===== src/rtl/cs_adder_seq_ctrl.sv =====
// cs_adder_seq_ctrl: multi-cycle WIDTH-bit adder built around one 4-bit
// carry-select slice. Each clock the slice adds one nibble of the captured
// operands. Its carry-out is registered and becomes the next nibble's carry-in.
// The input and output sides each use a valid/ready handshake.
module cs_adder_seq_ctrl #(
  parameter int WIDTH = 16
) (
  input  logic             clk,
  input  logic             rst,
  input  logic             in_valid,
  output logic             in_ready,
  input  logic [WIDTH-1:0] a,
  input  logic [WIDTH-1:0] b,
  input  logic             cin,
  output logic             out_valid,
  input  logic             out_ready,
  output logic [WIDTH-1:0] sum,
  output logic             cout,
  output logic             busy
);

  localparam int NSLICE = WIDTH / 4;
  localparam int IDXW   = (NSLICE > 1) ? $clog2(NSLICE) : 1;
  localparam logic [IDXW-1:0] LAST_IDX = IDXW'(NSLICE - 1);

  typedef enum logic [1:0] {
    IDLE = 2'd0,
    RUN  = 2'd1,
    DONE = 2'd2
  } state_t;

  state_t          state;
  logic [WIDTH-1:0] op_a;
  logic [WIDTH-1:0] op_b;
  logic             carry;
  logic [IDXW-1:0]  idx;

  logic [3:0] nib_a;
  logic [3:0] nib_b;
  logic [3:0] sum0;
  logic [3:0] sum1;
  logic       rc0;
  logic       rc1;
  logic [3:0] slice_sum;
  logic       slice_cout;

  // Carry-select slice: two ripple chains (carry-in 0 and 1), then select on the registered carry
  always_comb begin
    nib_a = op_a[4*idx +: 4];
    nib_b = op_b[4*idx +: 4];
    sum0  = 4'd0;
    sum1  = 4'd0;
    rc0   = 1'b0;
    rc1   = 1'b1;
    for (int i = 0; i < 4; i++) begin
      sum0[i] = nib_a[i] ^ nib_b[i] ^ rc0;
      rc0     = (nib_a[i] & nib_b[i]) | (nib_a[i] & rc0) | (nib_b[i] & rc0);
      sum1[i] = nib_a[i] ^ nib_b[i] ^ rc1;
      rc1     = (nib_a[i] & nib_b[i]) | (nib_a[i] & rc1) | (nib_b[i] & rc1);
    end
    slice_sum  = carry ? sum1 : sum0;
    slice_cout = carry ? rc1  : rc0;
  end

  // Sequencer FSM with registered handshake outputs; one nibble processed per RUN edge
  always_ff @(posedge clk) begin
    if (rst) begin
      state     <= IDLE;
      in_ready  <= 1'b1;
      out_valid <= 1'b0;
      busy      <= 1'b0;
      sum       <= '0;
      cout      <= 1'b0;
      idx       <= '0;
      carry     <= 1'b0;
      op_a      <= '0;
      op_b      <= '0;
    end else begin
      case (state)
        IDLE: begin
          if (in_valid && in_ready) begin
            op_a     <= a;
            op_b     <= b;
            carry    <= cin;
            idx      <= '0;
            sum      <= '0;
            in_ready <= 1'b0;
            busy     <= 1'b1;
            state    <= RUN;
          end
        end
        RUN: begin
          sum[4*idx +: 4] <= slice_sum;
          carry           <= slice_cout;
          if (idx == LAST_IDX) begin
            idx       <= '0;
            cout      <= slice_cout;
            out_valid <= 1'b1;
            state     <= DONE;
          end else begin
            idx <= idx + 1'b1;
          end
        end
        DONE: begin
          if (out_ready) begin
            out_valid <= 1'b0;
            busy      <= 1'b0;
            in_ready  <= 1'b1;
            state     <= IDLE;
          end
        end
        default: begin
          state     <= IDLE;
          in_ready  <= 1'b1;
          out_valid <= 1'b0;
          busy      <= 1'b0;
        end
      endcase
    end
  end

endmodule


===== config.mk =====
export PLATFORM = sky130hd
export DESIGN_NAME = cs_adder_seq_ctrl
export DESIGN_NICKNAME = d
export VERILOG_FILES = /design/src/rtl/cs_adder_seq_ctrl.sv
export SDC_FILE = /design/constraint.sdc
export NUM_CORES = 1
export LEC_CHECK = 0
export CORE_UTILIZATION = 56
export CTS_BUF_LIST = sky130_fd_sc_hd__clkbuf_4
export DETAILED_ROUTE_END_ITERATION = 16
export PLACE_DENSITY_LB_ADDON = 0.3
export SYNTH_ARGS = -nofsm -noshare
export SYNTH_HDL_FRONTEND = slang
export SYNTH_SLANG_ARGS = --single-unit

===== constraint.sdc =====
create_clock -name clk -period 6.4 [get_ports clk]
set_input_delay 0.64 -clock clk [delete_from_list [all_inputs] [get_ports clk]]
set_output_delay 0.64 -clock clk [all_outputs]
set_load 0.05 [all_outputs]

==> results of run 1 <==
==> stage by stage <==
| step | hold slack [ns] | utilization |
|---|---|---|
| 2_1_floorplan | 0.433 | - |
| 3_3_place_gp | 0.442 | 0.712 |
| 3_5_place_dp | 0.445 | 0.712 |
| 4_1_cts | 0.458 | 0.743 |
| 5_1_grt | 0.476 | 0.743 |
| 6_report | 0.459 | 0.743 |
==> power breakdown <==
| part | leakage (nW) | total, mW | switching [mW] | internal (mW) |
|---|---|---|---|---|
| Sequential | 0.464 | 0.387 | 0.0150 | 0.372 |
| Combinational | 0.644 | 0.132 | 0.0740 | 0.0581 |
| Clock | 0.0787 | 0.258 | 0.128 | 0.130 |
| Total | 1.19 | 0.778 | 0.217 | 0.560 |
==> cells by family after synthesis <==
group	after synthesis	share of synthesized area
xor gates and xnor gates	3	0.0102
adders and majority gates	9	0.0438
muxes	8	0.0701
and+or+nand+nor	131	0.219
buffers and inverters	28	0.0448
AOI/OAI and AO/OA	75	0.168
DFF	57	0.444
==> registers in the layout (all words and copies together) (netlist names) <==
| name | count |
|---|---|
| op_a | 16 |
| idx | 2 |
| out_valid | 1 |
| op_b | 16 |
| in_ready | 1 |
| carry | 1 |
| cout | 1 |
| sum | 16 |
| busy | 1 |
| state | 2 |
==> final cells by class <==
cell class	instances	area, µm²
Inverter	10	37.5
Multi-Input combinational cell	226	1320
Timing Repair Buffer	57	563
Clock buffer	12	90.1
Sequential cell	57	1140
Fill cell	350	1130
Clock inverter	4	43.8
Tap cell	52	65.1
==> worst max-delay path, cell delays in order (launching register included) <==
cell	delay [ns]
dfxtp_1	0.86
mux4_2	0.61
ha_1	0.21
or2_2	0.31
o211ai_1	0.12
a2111oi_0	0.13
nor3_1	0.41
o31ai_1	0.12
==> cell usage in the layout (no fill, tap or decap), types with 2 or more instances in the layout <==
| cell type | netlist | final |
|---|---|---|
| o31a_1 | 2 | 2 |
| o21ai_0 | 9 | 9 |
| a21oi_1 | 44 | 44 |
| a31oi_1 | 2 | 2 |
| a22oi_1 | 8 | 8 |
| clkbuf_4 | 0 | 12 |
| clkdlybuf4s50_1 | 0 | 55 |
| dfxtp_1 | 57 | 57 |
| inv_1 | 10 | 10 |
| ha_1 | 9 | 9 |
| xor2_1 | 3 | 3 |
| nor4b_1 | 2 | 2 |
| nand2b_1 | 5 | 5 |
| nand2_1 | 87 | 87 |
| mux4_2 | 8 | 8 |
| nand3b_1 | 6 | 6 |
| clkinv_2 | 0 | 2 |
| nor2_1 | 20 | 19 |
| o31ai_1 | 2 | 2 |
| nor3_1 | 3 | 3 |
==> path summary, 6_finish.rpt <==
path | startpoint | endpoint | depth (start not counted)
setup / recovery | idx[0] | sum[7] | 7
hold reg to reg | op_b[14] | op_b[14] | 2
setup reg to reg | idx[0] | sum[7] | 7
hold / removal | op_b[14] | op_b[14] | 2
==> per-layer routing <==
layer / up-vias / share of wire / global-route usage
li1: 1163 / - / -
met1: 1066 / 0.42 / 0.311
met2: 78 / 0.51 / 0.435
met3: 11 / 0.055 / 0.0465
met4: 0 / 0.018 / 0.124
met5: - / 0 / 0
==> impl_metrics.yaml, run 1 <==
power_and_ir_drop:
  p_leak_nw: 1.19
  ir_drop_v: 0.000148
  p_total_mw: 0.778
  power.density_nw_per_um2: 239
sta:
  max_clock_freq_mhz: 345
  finalSetupViolations: 0
  final.period_utilization: 0.453
  slew_viol_final: 0
  setup_tns_ns: 0
  tightest_slew_ns: 1.14
  hold_viol: 0
  setup_slack_ns: 3.50
  rsz0062_at_grt: "false"
  max_slew_margin: 0.236
  finClkSkew_ns: 0.0164
  finalCriticalPeriod_ns: 2.90
final_layout:
  fin_cells: 418
  finalInstanceArea_um2: 3260
  nets: 407
  layout-drive-gt1-share: 0.0738
  antennaDiodeCount: 0
  syn_to_final_growth_pct: 26.7
drt:
  first_iter_violations: 212
  wire_per_inst_um: 13.5
  drc: 0
  postRouteAntennaNets: 0
  vias: 2318
  first_pass_iters: 4
  wl_um: 5640
  viasPerCell: 5.55
critical_path:
  crit_type: "reg -> reg"
  crit_fanout: 16
  start_kind: "flop"
  critPathCaptureType: "flop"
  r2r_slack_ns: 3.50
  required_ns: 6.68
  arrival_ns: 3.18
yosys:
  synthFlopType: "dfxtp_1"
  async_flop_share: 0
  synth.avg_cell_area_um2: 8.26
  yosysWarnings: 0
  syn_area_um2: 2570
  yosysTopAreaCell: "dfxtp_1"
  synth_nets: 357
  synth_common_cells: "nand2_1 (87), dfxtp_1 (57), a21oi_1 (44)"
  netlist_instances: 311
  synth-seq-cells: 57
  ys_seq_area_frac: 0.444
  yosysUniqueCellTypes: 36
  synth.top_cell.area_share: 0.444
  synth_area_leaders: "dfxtp_1 (44%), nand2_1 (13%), a21oi_1 (8.6%)"
  yosysMostFrequentCell: "nand2_1"
  synth_edf_count: 0
placement:
  place.gp.congestion: 0.807
  dpl_cell_area_um2: 3120
  pre_cts_slack_ns: 3.51
  port_buffers: 56
  dp.cells: 402
  hpwl_um: 3880
clocking:
  clock_path_buffers: 2
  clock_sinks: 57
  ctsResizeCount: 0
  postCtsHoldBufs: 0
  cts_tree: "yes"
  h-tree-depth: 3
  root_buffer: "clkbuf_4"
  insertion_delay_ns: 0.41
  numCtsBuffers: 9
  post_cts_buffers: 0
  clkTransAtPathRegs_ns: 0.10
worst_hold_path:
  min_path_type: "reg -> reg"
global_route:
  grt_use_total: 0.255
  grt_antenna_before_repair: 0
  grt_pass1_wl_um: 9880
  grt_pass1_vias: 2295
  grt-ovfl-total: 0
  grt_max_degree: 63
die:
  die_h_um: 69.7
  die_w_um: 69.7
  dieArea_um2: 4860
  fp-row-count: 24
  core_area_um2: 4380
  io_pins: 57
  initial_core_util: 0.586
run:
  max_cap_violations: 0
status:
  status: "finished, final reports clean"
(Power assumes the default switching activity.)
==> inputs of run 2 (changes only) <==
Settings changed: CORE_UTILIZATION 56 to 47.
Clock period 6.4 ns to 2.4 ns, I/O delays scaled along.
==> run 2 against run 1 <==
  * Die area up 19%
  * Flip-flop and latch count unchanged
  * Critical endpoint unchanged
  * Clock-buffer cell count unchanged
  * Via count up 2.1%
  * Combinational power rose to 3.1 times the previous value
==> impl_metrics.yaml, run 2 (synthesized netlist as in run 1, its figures left out) <==
die:
  initial_core_util: 0.497
  io_pins: 57
  dieArea_um2: 5760
  fp-row-count: 26
  core_area_um2: 5170
  die_h_um: 75.9
  die_w_um: 75.9
sta:
  max_slew_margin: 0.484
  finalSetupViolations: 0
  finClkSkew_ns: 0.00918
  slew_viol_final: 0
  hold_viol: 0
  tightest_slew_ns: 0.773
  max_clock_freq_mhz: 437
  finalCriticalPeriod_ns: 2.29
  final.period_utilization: 0.953
  hold_slack_ns: 0.391
  setup_tns_ns: 0
drt:
  viasPerCell: 5.22
  wl_um: 6020
  postRouteAntennaNets: 0
  vias: 2366
  first_iter_violations: 140
  drc: 0
  wire_per_inst_um: 13.3
  first_pass_iters: 4
final_layout:
  layout-drive-gt1-share: 0.131
  antennaDiodeCount: 0
  final_util: 0.672
  nets: 424
  fillers: 435
  reg_top3: "op_a x16, op_b x16, sum x16"
  layout_commonest_cell: "nand2_1"
  layout_common_cells: "nand2_1 (87), dfxtp_1 (55), clkdlybuf4s50_1 (55)"
  syn_to_final_growth_pct: 35.2
clocking:
  clock_path_buffers: 2
  insertion_delay_ns: 0.39
  clkTransAtPathRegs_ns: 0.10
  postCtsHoldBufs: 0
  cts_tree: "yes"
  root_buffer: "clkbuf_4"
  numCtsBuffers: 9
  clock_sinks: 57
  h-tree-depth: 3
global_route:
  grt_antenna_before_repair: 0
  grt_pass1_wl_um: 10200
  grt_pass1_vias: 2237
  grt-ovfl-total: 0
  grt_max_degree: 43
  grt_use_total: 0.223
worst_hold_path:
  min_from: "b[0]"
  min_to: "op_b[0]"
  min_path_cells: 3
  min_path_type: "in -> reg"
critical_path:
  reg2reg_from: "idx[0]"
  crit_fanout: 5
  slowest_stage: "mux4_2"
  path_cells: "buf_4 > mux4_2 > ha_1 > nor2_1 > nand2_1 > o32ai_2 > nor3_1 > buf_4 > o31ai_2"
  max_stage_delay_ns: 0.55
  r2r_slack_ns: 0.11
  rr_worst_depth: 9
  arrival_ns: 2.60
  critPathCaptureType: "flop"
  start_kind: "flop"
  crit_top_cell: "buf_4"
  required_ns: 2.71
  crit_type: "reg -> reg"
  r2r-end: "sum[7]"
status:
  status: "finished, final reports clean"
power_and_ir_drop:
  p_leak_nw: 1.29
  ir_drop_v: 0.000568
  power.density_nw_per_um2: 641
  p_total_mw: 2.23
placement:
  hpwl_um: 4440
  place.gp.congestion: 0.847
  port_buffers: 56
run:
  max_cap_violations: 0
[run 2: through the flow]
step,setup WS [ns],instance area (µm²),std cells
floorplan,0.00670,2570,311
global placement,0.0905,3260,435
detailed placement,-0.0255,3260,435
CTS,0.0538,3420,452
global route,-0.0738,3470,453
finish,0.112,3470,453
[run 2: power by group]
| group | switching, mW | internal [mW] |
|---|---|---|
| clock network | 0.340 | 0.452 |
| logic | 0.216 | 0.190 |
| registers | 0.0355 | 0.993 |
| total | 0.591 | 1.64 |
[run 2: final cells by class]
class	count	area, µm²	area share
Tap cell	70	87.6	0.0252
Sequential cell	57	1150	0.330
Inverter	10	37.5	0.0108
Timing Repair Buffer	74	691	0.199
Multi-Input combinational cell	226	1350	0.390
Clock inverter	4	67.6	0.0195
Clock buffer	12	90.1	0.0259
[run 2: timing repair]
action | 4_1_cts | 5_1_grt
pin swaps | 1 | 1
resized for setup | 1 | 9
setup endpoints to repair | 1 | 7
setup buffers | 1 | 1
[run 2: worst max-delay path: cells and delay by family, from the launching register on]
kind,cells,cell delay (ns)
AOI/OAI and AO/OA,2,0.42
adders and majority gates,1,0.26
buffers and inverters,2,0.28
DFF,1,0.39
muxes,1,0.55
and+or+nand+nor,3,0.31
[run 2: how the worst max path moves through the flow]
stage | startpoint | to | slack, ns | cells after the start
floorplan | idx[0] | sum[7] | 0.007 | 9
global placement | idx[0] | sum[7] | 0.09 | 7
detailed placement | idx[0] | sum[11] | -0.03 | 7
CTS | idx[0] | sum[7] | 0.05 | 7
global route | idx[0] | sum[7] | -0.07 | 9
finish | idx[0] | sum[7] | 0.11 | 9
[run 2: routing by layer]
metal  global-route usage  vias to the layer above  routed length, µm
met5                    0                        -                  0
li1                     -                     1205                  -
met3               0.0494                        7                272
met1                0.260                     1089               2600
met2                0.394                       65               3060
met4               0.0904                        0                 80
